==> config.mk <==
export PLATFORM = sky130hd
export DESIGN_NAME = packet_buffer_ingress_arbiter
export DESIGN_NICKNAME = d
export VERILOG_FILES = /design/src/rtl/packet_buffer_ingress_arbiter.sv
export SDC_FILE = /design/constraint.sdc
export NUM_CORES = 1
export LEC_CHECK = 0
export ABC_AREA = 1
export BUFFER_PORTS_ARGS = -buffer_cell sky130_fd_sc_hd__buf_2
export CAP_MARGIN = 40
export CORE_ASPECT_RATIO = 0.9
export CORE_MARGIN = 10
export CORE_UTILIZATION = 46
export DETAILED_ROUTE_END_ITERATION = 10
export PLACE_DENSITY = 0.83
export RECOVER_POWER = 100
export SYNTH_ARGS = -nofsm -noshare
export SYNTH_HDL_FRONTEND = slang
export SYNTH_SLANG_ARGS = --single-unit
==> constraint.sdc <==
create_clock -name clk -period 5.69 [get_ports clk]
set_clock_uncertainty 0.05 [all_clocks]
set_input_delay 1.138 -clock clk [delete_from_list [all_inputs] [get_ports clk]]
set_output_delay 1.138 -clock clk [all_outputs]
set_load 0.005 [all_outputs]
==> src/rtl/packet_buffer_ingress_arbiter.sv <==
// Round-robin, packet-granular arbiter feeding one packet buffer write stream from NUM_IFACES sources.
// Optional saturating statistics counters are enabled by defining PKT_BUF_ARB_STATS_EN.
module packet_buffer_ingress_arbiter #(
    parameter int NUM_IFACES = 4,
    parameter int DATA_WIDTH = 32
) (
    input  logic                             clk,
    input  logic                             rst,
    input  logic [NUM_IFACES-1:0]            s_tvalid,
    input  logic [NUM_IFACES*DATA_WIDTH-1:0] s_tdata,
    input  logic [NUM_IFACES-1:0]            s_tlast,
    input  logic [NUM_IFACES*16-1:0]         s_tlen,
    output logic [NUM_IFACES-1:0]            s_tready,
    output logic                             m_tvalid,
    output logic [DATA_WIDTH-1:0]            m_tdata,
    output logic                             m_tlast,
    output logic                             m_thdr,
    input  logic                             m_tready,
    output logic                             drop_pulse,
    output logic                             err_pulse,
    output logic [NUM_IFACES-1:0]            grant
`ifdef PKT_BUF_ARB_STATS_EN
    ,
    output logic [NUM_IFACES*32-1:0]         pkt_count,
    output logic [31:0]                      drop_count,
    output logic [31:0]                      err_count
`endif
);

    localparam int          IDX_W   = $clog2(NUM_IFACES);
    localparam logic [15:0] MIN_LEN = 16'd64;
    localparam logic [15:0] MAX_LEN = 16'd1504;

    typedef enum logic [1:0] {ST_IDLE, ST_HEADER, ST_PAYLOAD, ST_DRAIN} state_t;

    // Returns {found, index} of the first requester at or after ptr, cyclically.
    function automatic logic [IDX_W:0] rr_pick(input logic [NUM_IFACES-1:0] req,
                                               input logic [IDX_W-1:0] ptr);
        logic [IDX_W:0] res;
        int             j;
        res = '0;
        for (int k = 0; k < NUM_IFACES; k++) begin
            j = int'(ptr) + k;
            if (j >= NUM_IFACES) j = j - NUM_IFACES;
            if (!res[IDX_W] && req[j]) res = {1'b1, IDX_W'(j)};
        end
        return res;
    endfunction

    state_t                 r_state;
    state_t                 w_state_nxt;
    logic [IDX_W-1:0]       r_rr;
    logic [IDX_W-1:0]       r_idx;
    logic [15:0]            r_len;
    logic [15:0]            r_beats_left;
    logic [NUM_IFACES-1:0]  r_grant;
    logic                   r_drop_pulse;
    logic                   r_err_pulse;

    logic [IDX_W:0]         w_pick_res;
    logic                   w_req_found;
    logic [IDX_W-1:0]       w_pick;
    logic [IDX_W-1:0]       w_rr_nxt;
    logic [15:0]            w_req_len;
    logic                   w_len_ok;
    logic                   w_g_valid;
    logic                   w_g_last;
    logic [DATA_WIDTH-1:0]  w_g_data;
    logic                   w_last_beat;
    logic [DATA_WIDTH-1:0]  w_hdr;
    logic                   w_drop_set;
    logic                   w_err_set;

    assign w_pick_res  = rr_pick(s_tvalid, r_rr);
    assign w_req_found = w_pick_res[IDX_W];
    assign w_pick      = w_pick_res[IDX_W-1:0];
    assign w_rr_nxt    = (w_pick == IDX_W'(NUM_IFACES - 1)) ? '0 : w_pick + 1'b1;
    assign w_req_len   = s_tlen[w_pick*16 +: 16];
    assign w_len_ok    = (w_req_len >= MIN_LEN) && (w_req_len <= MAX_LEN);

    assign w_g_valid   = s_tvalid[r_idx];
    assign w_g_last    = s_tlast[r_idx];
    assign w_g_data    = s_tdata[r_idx*DATA_WIDTH +: DATA_WIDTH];
    assign w_last_beat = (r_beats_left == 16'd1);
    assign w_hdr       = DATA_WIDTH'({{(16-IDX_W){1'b0}}, r_idx, r_len});

    // NOTE: every output gets a default before the case so no path infers a latch.
    always_comb begin
        w_state_nxt = r_state;
        s_tready    = '0;
        m_tvalid    = 1'b0;
        m_tdata     = '0;
        m_tlast     = 1'b0;
        m_thdr      = 1'b0;
        w_drop_set  = 1'b0;
        w_err_set   = 1'b0;
        case (r_state)
            ST_IDLE: begin
                if (w_req_found) begin
                    if (w_len_ok) begin
                        w_state_nxt = ST_HEADER;
                    end else begin
                        w_state_nxt = ST_DRAIN;
                        w_drop_set  = 1'b1;
                    end
                end
            end
            ST_HEADER: begin
                m_tvalid = 1'b1;
                m_thdr   = 1'b1;
                m_tdata  = w_hdr;
                if (m_tready) w_state_nxt = ST_PAYLOAD;
            end
            ST_PAYLOAD: begin
                m_tvalid        = w_g_valid;
                m_tdata         = w_g_data;
                m_tlast         = w_g_valid & (w_g_last | w_last_beat);
                s_tready[r_idx] = m_tready;
                if (w_g_valid && m_tready) begin
                    if (w_last_beat) begin
                        // Declared length exhausted: a missing tlast means the source overran.
                        if (w_g_last) begin
                            w_state_nxt = ST_IDLE;
                        end else begin
                            w_state_nxt = ST_DRAIN;
                            w_err_set   = 1'b1;
                        end
                    end else if (w_g_last) begin
                        w_state_nxt = ST_IDLE;
                        w_err_set   = 1'b1;
                    end
                end
            end
            ST_DRAIN: begin
                s_tready[r_idx] = 1'b1;
                if (w_g_valid && w_g_last) w_state_nxt = ST_IDLE;
            end
            default: w_state_nxt = ST_IDLE;
        endcase
    end

    // NOTE: reset sits in the sensitivity list so it acts without a clock edge.
    always_ff @(posedge clk or posedge rst) begin
        if (rst) begin
            r_state      <= ST_IDLE;
            r_rr         <= '0;
            r_idx        <= '0;
            r_len        <= '0;
            r_beats_left <= '0;
            r_grant      <= '0;
            r_drop_pulse <= 1'b0;
            r_err_pulse  <= 1'b0;
        end else begin
            // NOTE: non-blocking updates so every register samples pre-edge values.
            r_state      <= w_state_nxt;
            r_drop_pulse <= w_drop_set;
            r_err_pulse  <= w_err_set;
            case (r_state)
                ST_IDLE: begin
                    if (w_req_found) begin
                        r_idx   <= w_pick;
                        r_len   <= w_req_len;
                        r_rr    <= w_rr_nxt;
                        r_grant <= NUM_IFACES'(1) << w_pick;
                    end
                end
                ST_HEADER: begin
                    if (m_tready) r_beats_left <= (r_len + 16'd3) >> 2;
                end
                ST_PAYLOAD: begin
                    if (w_g_valid && m_tready) r_beats_left <= r_beats_left - 16'd1;
                end
                default: ;
            endcase
            if (r_state != ST_IDLE && w_state_nxt == ST_IDLE) r_grant <= '0;
        end
    end

    assign grant      = r_grant;
    assign drop_pulse = r_drop_pulse;
    assign err_pulse  = r_err_pulse;

`ifdef PKT_BUF_ARB_STATS_EN
    for (genvar gi = 0; gi < NUM_IFACES; gi++) begin : g_pkt_cnt
        logic [31:0] r_cnt;
        always_ff @(posedge clk or posedge rst) begin
            if (rst) begin
                r_cnt <= '0;
            end else if (r_state == ST_HEADER && m_tready && r_idx == IDX_W'(gi) && r_cnt != '1) begin
                r_cnt <= r_cnt + 32'd1;
            end
        end
        assign pkt_count[gi*32 +: 32] = r_cnt;
    end

    logic [31:0] r_drop_count;
    logic [31:0] r_err_count;
    always_ff @(posedge clk or posedge rst) begin
        if (rst) begin
            r_drop_count <= '0;
            r_err_count  <= '0;
        end else begin
            if (r_drop_pulse && r_drop_count != '1) r_drop_count <= r_drop_count + 32'd1;
            if (r_err_pulse && r_err_count != '1)   r_err_count  <= r_err_count + 32'd1;
        end
    end
    assign drop_count = r_drop_count;
    assign err_count  = r_err_count;
`else
    // Without statistics the drop/err pulses are the only event indication.
`endif

endmodule

==> results of run 1 <==
[final timing paths]
kind	start	end	depth (start not counted)
worst max-delay path	s_tvalid[3]	grant[1]$_DFFE_PP0P_	21
worst min-delay path	r_len[12]$_DFFE_PP0P_	r_len[12]$_DFFE_PP0P_	2
min in group asynchronous	rst	r_state[0]$_DFF_PP0_	3
max in group asynchronous	rst	r_beats_left[5]$_DFFE_PP0P_	3
worst max register to register	r_rr[0]$_DFFE_PP0P_	grant[1]$_DFFE_PP0P_	20
worst min register to register	r_len[12]$_DFFE_PP0P_	r_len[12]$_DFFE_PP0P_	2
[flip-flops by register name, summed over array words and instances (netlist names)]
register      flops
drop_pulse        1
err_pulse         1
grant             4
r_beats_left     16
r_idx             2
r_len            16
r_rr              2
r_state           2
[through the flow]
step           setup WS, ps  total power [W]  utilization  cells
3_5_place_dp           1450          0.00340        0.606   1068
2_1_floorplan          2610          0.00272            -    725
5_1_grt                 664          0.00396        0.608   1082
3_3_place_gp           1520          0.00334        0.603   1066
6_report               1090          0.00359        0.608   1084
4_1_cts                1740          0.00362        0.616   1076
[per-layer routing]
| layer | up-vias | global-route usage | routed length [µm] |
|---|---|---|---|
| li1 | 2923 | - | - |
| met1 | 2765 | 0.277 | 7120 |
| met2 | 280 | 0.431 | 9620 |
| met3 | 38 | 0.0741 | 1820 |
| met4 | 2 | 0.110 | 623 |
| met5 | - | 0 | 13 |
[cells in the mapped netlist (all sizes together)]
| cell | n |
|---|---|
| a21boi | 1 |
| a21o | 1 |
| a21oi | 30 |
| a221oi | 19 |
| a22o | 21 |
| a22oi | 28 |
| buf | 16 |
| clkbuf | 25 |
| clkinv | 1 |
| dfrtp | 44 |
| ha | 12 |
| inv | 108 |
| nand2 | 186 |
| nand3 | 61 |
| nand3b | 2 |
| nand4 | 31 |
| nor2 | 50 |
| nor3 | 4 |
| nor3b | 1 |
| nor4 | 3 |
| o211ai | 2 |
| o21a | 1 |
| o21ai | 43 |
| o21bai | 1 |
| o221ai | 1 |
| o22ai | 21 |
| o31ai | 3 |
| or2 | 1 |
| xnor2 | 1 |
| xor2 | 7 |
[kinds of logic (layout without fill, tap and decap cells)]
logic type | count (synthesis) | in the layout | share of synthesized area
compound gates | 172 | 172 | 0.245
fa+ha+maj | 12 | 12 | 0.0325
buf+inv | 150 | 375 | 0.136
flops | 44 | 44 | 0.238
other cells | 0 | 8 | 0
simple gates | 339 | 339 | 0.333
xor+xnor | 8 | 8 | 0.0152
[worst register-to-register path, delay by kind of cell (launching register included)]
kind / cells / cell delay (ps)
and+or+nand+nor: 18 / 3200
DFF: 1 / 540
buffers and inverters: 2 / 400
[power groups by stage]
stage | clock network [W] | logic [W] | registers (W)
finish | 0.000210 | 0.00278 | 0.000593
CTS | 0.000211 | 0.00282 | 0.000589
floorplan | 0 | 0.00217 | 0.000551
global route | 0.000223 | 0.00313 | 0.000609
detailed placement | 0 | 0.00281 | 0.000595
global placement | 0 | 0.00275 | 0.000591
[layout make-up]
type | count | area [µm²] | area share
Clock inverter | 2 | 10.0 | 0.00169
Antenna cell | 8 | 20.0 | 0.00338
Multi-Input combinational cell | 531 | 2870 | 0.485
Clock buffer | 6 | 82.6 | 0.0139
Sequential cell | 44 | 1100 | 0.186
Inverter | 109 | 417 | 0.0703
Tap cell | 126 | 158 | 0.0266
Timing Repair Buffer | 258 | 1270 | 0.214
==> impl.org, run 1 <==
** CTS
- Root buffer selected by CTS :: clkbuf_8
- TritonCTS built the clock tree.
- The clock passes through at most 2 buffers.
- Clock-pin slew on the worst setup and hold paths :: approximately 90 ps
- Insertion delay of the later-clocked pin in the worst-skew pair :: 310 ps
- The H-tree was split into 2 levels.
- Post_cts resized :: 0
- Once the clock tree was built, the setup fixing pass inserted 0 buffers.
- Clock sink count :: between 40 and 50
- TritonCTS created 5 clock buffers.
- Hold buffer count at cts :: 0

** Floorplanning
- In this run the standard cell core region covers 9740 µm².
- Effective utilization at floorplan :: 0.475
- In this run the count of I/O pins placed on the die edge is roughly 250.
- The die is between 100 and 150 µm tall.
- The die covers 14,500 µm².
- The floorplan has 34 rows.
- Die X :: roughly 130 µm

** Critical path
- In this design, the stage delay of the slowest critical-path cell is just over 800 ps.
- Slowest CP cell :: nand3_1
- CP delay by family, top :: simple AND/OR/NAND/NOR gates
- Ordered list of cells on the worst path :: buf_2 -> inv_1 -> nand2_1 -> nand3_1 -> nand2_1 -> nor2_4 -> nand3_1 -> nand3_4 -> inv_2 -> nand2_1 -> nand3_1 -> nand2_1 -> nand3_1 -> nor2_1 -> nand3_1 -> nand3_1 -> nand2_1 -> nand2_1 -> nand2_1 -> nand3_1 -> nand2_1
- Worst reg2reg setup slack :: between 1000 and 1500 ps
- Buffers and inverters on the worst path :: 3
- STA classifies the critical path startpoint as an input pin.
- Of all nets on the critical path, the largest fanout is 35.
- Type of the worst setup path :: in2reg
- Setup crit end kind :: flop
- For the worst setup path, the data required time is between 5000 and 6000 ps.
- Arrival time reported for the critical path endpoint :: around 4800 ps
- By instance count, the cell type seen most on the critical path is nand2_1.

** STA
- WHS :: 451 ps
- The final hold violation count was 0.
- Relative max-transition margin :: -0.596
- Setup repair after global routing left no endpoint under its margin.
- Setup violations, final :: 0
- Clock period minus worst slack :: roughly 4600 ps
- At the pin with the least slew margin, the transition time is between 2000 and 2500 ps.
- In the finished design, the share of the clock period the worst path needs comes to 0.808.
- Static timing analysis puts the maximum clock frequency at 217 MHz.
- TNS Setup :: 0 ps
- Pins over their slew limit :: 79

** Synthesis
- Syn Nets :: 940
- Synthesized netlist cell count :: ~730
- Of the synthesized area, sequential elements account for 0.238.
- Summing every instance area after synthesis gives ~4600 µm².
- Largest cells by area after synthesis :: dfrtp_1 24%, nand2_1 14%, inv_1 8.3%, nand3_1 5.7%, o21ai_0 4.7%
- After synthesis, the netlist uses 41 different library cells.
- Average instance area after synthesis :: approximately 6.4 µm²
- Summed over all instances, the cell type with the most area after synthesis is dfrtp_1.
- Counting flops and latches in the post-synthesis netlist gives between 40 and 50.
- Share of Yosys cell area claimed by the top area cell type :: 0.238
- Number of warnings reported in the yosys synthesis log :: 0

** Power
- Internal power :: approximately 0.0015 W
- The share of total power dissipated in combinational logic is 0.776.
- Of the total power, the share spent switching nets is 0.586.
- Leakage power figure :: roughly 3.2 nW
- Power density normalized to cell area :: approximately 610 nW/µm²
- Of the total power, the clock network draws 0.058.
- Share of total power in sequential cells :: 0.165
- Worst IR drop on VDD :: ~0.38 mV
- Total net switching power :: 0.00210 W

** Place
- Global placement routability congestion :: slightly below 0.9
- # port buffers :: between 200 and 250
- Half-perimeter wire length of the detailed placement result :: 15.6 mm
- In this run the cell area measured after placement is approximately 5900 µm².

** Drt
- Summed over all layers, the routed wires come to around 19 mm.
- After detailed routing, the number of remaining DRC violations is 0.
- For this block, the initial DRC count from the detailed router was between 400 and 500.
- Number of detailed-route iterations in the first pass :: 5
- Detail-routed net length per standard cell :: 17.7 µm
- Post-DR vias/cell :: between 5 and 6
- Routed via count :: around 6,000
- The detail route stage leaves a number of antenna-violating nets equal to 0.

** Global routing
- The initial antenna violation count is 7.
- Number of global-route vias before repair :: 5,880
- Global-route usage over all layers :: 0.248
- Entering global routing, the biggest net connects 45 pins.
- First-pass GRT wire length :: approximately 30 mm
- The total overflow left after global routing is 0.

** Final layout
- Most common cell after layout, fill and taps aside :: buf_2
- After filler insertion, the fill cell instance count of the layout stands at slightly below 1,000.
- At the end of the flow, the number of nets in the layout was between 1,000 and 1,500.
- In the final layout, the share of cells above drive strength 1 is 0.252.
- Relative to the synthesized area, the layout overhead comes to 28.2%.
- The finished cells cover roughly 5900 µm².
- The top cell types in the final layout, fill and taps aside, are 202 x buf_2, 181 x nand2_1, 102 x inv_1, 56 x nand3_1, 48 x clkbuf_1.

** Outcome
- Violations in the final reports :: capacitance limit, slew limit
- The flow ran to the end, but the final reports show violations.

** Flow run
- The tool flagged a number of max-cap violations equal to 2.

** Hold path
- Path class of the lowest-slack min-delay path :: reg2reg
Note: power is estimated with default switching activity, not from simulation.
==> run 2: changes to the inputs <==
CORE_UTILIZATION = 42   (was 46)
PLACE_DENSITY = 0.8   (was 0.83)
clock period = 3.8 ns   (was 5.69 ns; I/O delays follow)
==> run 2 against run 1 <==
Compared with the run above: the run still ends with capacitance limit, slew limit left; sequential share of layout area decreased by 0.22 points; final cell count increased by 0.37%; final area increased by 1.2%; routed wire length decreased by 6.8%; via count decreased by 1.8%; register-to-register slack got worse by 880 ps; critical endpoint is now m_tdata[20]; largest cell class unchanged; largest power group unchanged.
==> impl.org, run 2 (synthesis results as in run 1) <==
** CTS
- Post_cts resized :: 0 (unchanged)
- The clock latency on the worst-skew pair was 290 ps (-20 ps).
- Clock-pin slew on the worst setup and hold paths :: 60 ps (-30 ps)
- Hold buffer count at cts :: 0 (unchanged)
- The clock sink count is 44 (unchanged).
- The number of setup buffers added after CTS came to 0 (unchanged).
- TritonCTS built the clock tree.
- Number of buffers on the longest clock path :: 2 (unchanged)
- Root buffer selected by CTS :: clkbuf_16
- The number of H-tree levels came to 2 (unchanged).
- Number of buffers inserted during clock tree synthesis :: 5 (unchanged)

** Power
- The sequential share of power was 0.161 (-0.004).
- Net switching fraction of the power :: 0.570 (-0.0156)
- Power density normalized to cell area :: 919 nW/µm² (+52%)
- The fraction of power consumed by the clock network is 0.079 (+0.021).
- The leakage power total is 3.26 nW (+2.2%).
- The worst ir drop on vdd came to 0.388 mV (+2.6%).
- Total net switching power :: 0.00314 W (+50%)
- Relative contribution of combinational cells to total power :: 0.760 (-0.016)
- The internal power of the cells was 0.00237 W (+60%).
- Power consumption :: 0.00551 W (+54%)

** Flow run
- MaxCap Viol Count :: 1 (-1)

** Critical path
- Type of the worst setup path :: reg2out
- Among cell families on the critical path, the largest total delay comes from buffers and inverters.
- R2R Path End :: grant[1]$_DFFE_PP0P_
- Buffers and inverters on the worst path :: 5 (+2)
- Largest incremental delay on the critical path :: 670 ps (-140 ps)
- Ordered list of cells on the worst path :: inv_1 -> ha_1 -> clkbuf_1 -> inv_1 -> clkbuf_2 -> a21oi_1 -> buf_2
- The worst reg-to-reg setup slack is 520 ps (-880 ps).
- The worst register-to-register path begins at r_rr[0]$_DFFE_PP0P_.
- Worst endpoint required time :: 2990 ps (-2860 ps)
- Arrival time reported for the critical path endpoint :: 2560 ps (-2200 ps)
- Following the worst setup path forward leads to its endpoint at m_tdata[20].
- Startpoint Class :: flop
- Setup crit end kind :: primary output
- The maximum net fanout on the critical path was 20 (-43%).
- R2R depth :: 20 (unchanged)
- In this design, the critical path's most frequently occurring cell is inv_1.
- Tracing the worst setup path back leads to its startpoint at r_state[0]$_DFF_PP0_.
- Slowest CP cell :: clkbuf_1
- The logic depth of the worst path, buffers included came to 7 (-67%).

** Global routing
- Initial antenna violation count :: 1 (-6)
- The overall overflow remaining after global route was 0 (unchanged).
- The overall fraction of global-route tracks in use is 0.222 (-0.0255).
- The largest net degree at the start of global routing is 45 (unchanged).
- First-pass GRT wire length :: 28.7 mm (-3.0%)
- Number of global-route vias before repair :: 5,937 (+0.97%)

** STA
- The transition time at the pin with the least slew margin is 2380 ps (-19.6 ps).
- Final hold violation count :: 0 (unchanged)
- Maximum frequency from static timing analysis :: between 200 and 300 MHz
- Setup violations, final :: 0 (unchanged)
- Part of the cycle the worst path needs :: 0.886
- Setup repair after global routing missed its margin :: no
- TNS Setup :: 0 ps (unchanged)
- Pins over their slew limit :: 45 (-43%)
- Relative max-transition margin :: -0.583 (+0.0131)
- The clock period could shrink to around 3400 ps.
- The post-layout worst setup margin is 433 ps (-657 ps).

** Outcome
- Status :: finished with violations
- The final reports fail on capacitance limit, slew limit.

** Floorplanning
- Die X :: 131 µm (+3.9%)
- The count of pins on the block boundary came to 248 (unchanged).
- Effective utilization at floorplan :: 0.428 (-0.0469)
- Die Y-Extent :: 120 µm (+3.8%)
- The number of placement rows was 36 (+5.9%).
- The die outline area was 15,600 µm² (+7.9%).
- Core region area :: 10,800 µm² (+11%)

** Drt
- Post-DR vias/cell :: 5.42 (-2.2%)
- The met1 layer wirelength in the final routing came to 7.05 mm (-0.94%).
- The routed length on met2 came to 8.78 mm (-8.8%).
- The number of DRC violations after detailed routing came to 0 (unchanged).
- Number of detailed-route iterations in the first pass :: 5 (unchanged)
- The detailed router used layers up to and including met4.
- The total wire length came to 17.9 mm (-6.8%).
- The residual antenna-violating net count after detailed routing was 0 (unchanged).
- Total length of routed met3 wires :: 1.65 mm (-9.3%)
- The routed wire length per instance was 16.4 µm (-7.2%).
- Initial DRC count :: 455 (-4.6%)
- Routed via count :: 5,900 (-1.8%)

** Final layout
- The antenna diode count is 0 (-8).
- Fraction of final layout cells sized beyond drive strength 1 :: 0.261 (+0.00915)
- The library cell used most frequently in the layout, excluding fill and tap cells, is buf_2.
- The area growth from synthesis to layout is 29.7%.
- Net count reported at finish :: 1,169 (+0.43%)
- The library cells used most frequently in the layout, excluding fill and tap cells, are 205 x buf_2, 179 x nand2_1, 102 x inv_1, 57 x nand3_1, 46 x nor2_1.

** Place
- The worst setup timing slack at the placement stage came to 485 ps (-961 ps).
- Global placement routability congestion :: 0.909 (+3.3%)
- The total half-perimeter wirelength after legalization and detailed placement came to 14.5 mm (-7.4%).
- The count of buffers inserted at the top-level ports came to 247 (unchanged).

** Hold path
- Path class of the lowest-slack min-delay path :: reg2reg
-- run 2: cell types whose count changed in the layout (fill, tap and decap cells not counted), sizes merged --
cell | previous run | this run
buf | 210 | 215
diode | 8 | 0
-- run 2: worst reg2reg max path, delay by kind of cell (launching register included) --
family / cells / cell delay (ps)
simple gates: 18 / 1870
flops: 1 / 590
buf+inv: 2 / 630
-- run 2: layout make-up --
cell class                      instances  area, µm²
Multi-Input combinational cell        531       2880
Fill cell                            1118       4810
Sequential cell                        44       1100
Clock buffer                            6        139
Timing Repair Buffer                  263       1290
Inverter                              109        417
Clock inverter                          2       10.0
Tap cell                              133        166
-- run 2: worst min-delay path by stage --
stage,start,end,slack (ps),cells past startpoint
6_report,r_len[11]$_DFFE_PP0P_,r_len[11]$_DFFE_PP0P_,450,2
2_1_floorplan,r_len[11]$_DFFE_PP0P_,r_len[11]$_DFFE_PP0P_,400,2
5_1_grt,r_beats_left[5]$_DFFE_PP0P_,r_beats_left[5]$_DFFE_PP0P_,470,1
3_3_place_gp,r_len[11]$_DFFE_PP0P_,r_len[11]$_DFFE_PP0P_,420,2
4_1_cts,r_len[11]$_DFFE_PP0P_,r_len[11]$_DFFE_PP0P_,450,2
3_5_place_dp,r_len[11]$_DFFE_PP0P_,r_len[11]$_DFFE_PP0P_,430,2
-- run 2: through the flow --
stage	area, µm²	hold WS [ps]	util	cells
after floorplan	4620	403	-	725
after global placement	5940	424	0.549	1080
after detailed placement	5940	432	0.549	1080
after CTS	6090	447	0.563	1088
after global routing	6000	472	0.555	1088
final	6000	446	0.555	1088
-- run 2: power by group through the flow --
stage | sequential (W) | combinational (W) | clock (W)
after CTS | 0.000879 | 0.00427 | 0.000441
final | 0.000885 | 0.00419 | 0.000436
after global routing | 0.000911 | 0.00481 | 0.000462
after floorplan | 0.000825 | 0.00324 | 0
after global placement | 0.000883 | 0.00420 | 0
after detailed placement | 0.000885 | 0.00424 | 0
-- run 2: per-layer routing --
metal,vias up,GRT usage
met5,-,0
met4,0,0.0722
met3,28,0.0665
met2,257,0.374
met1,2689,0.264
li1,2926,-
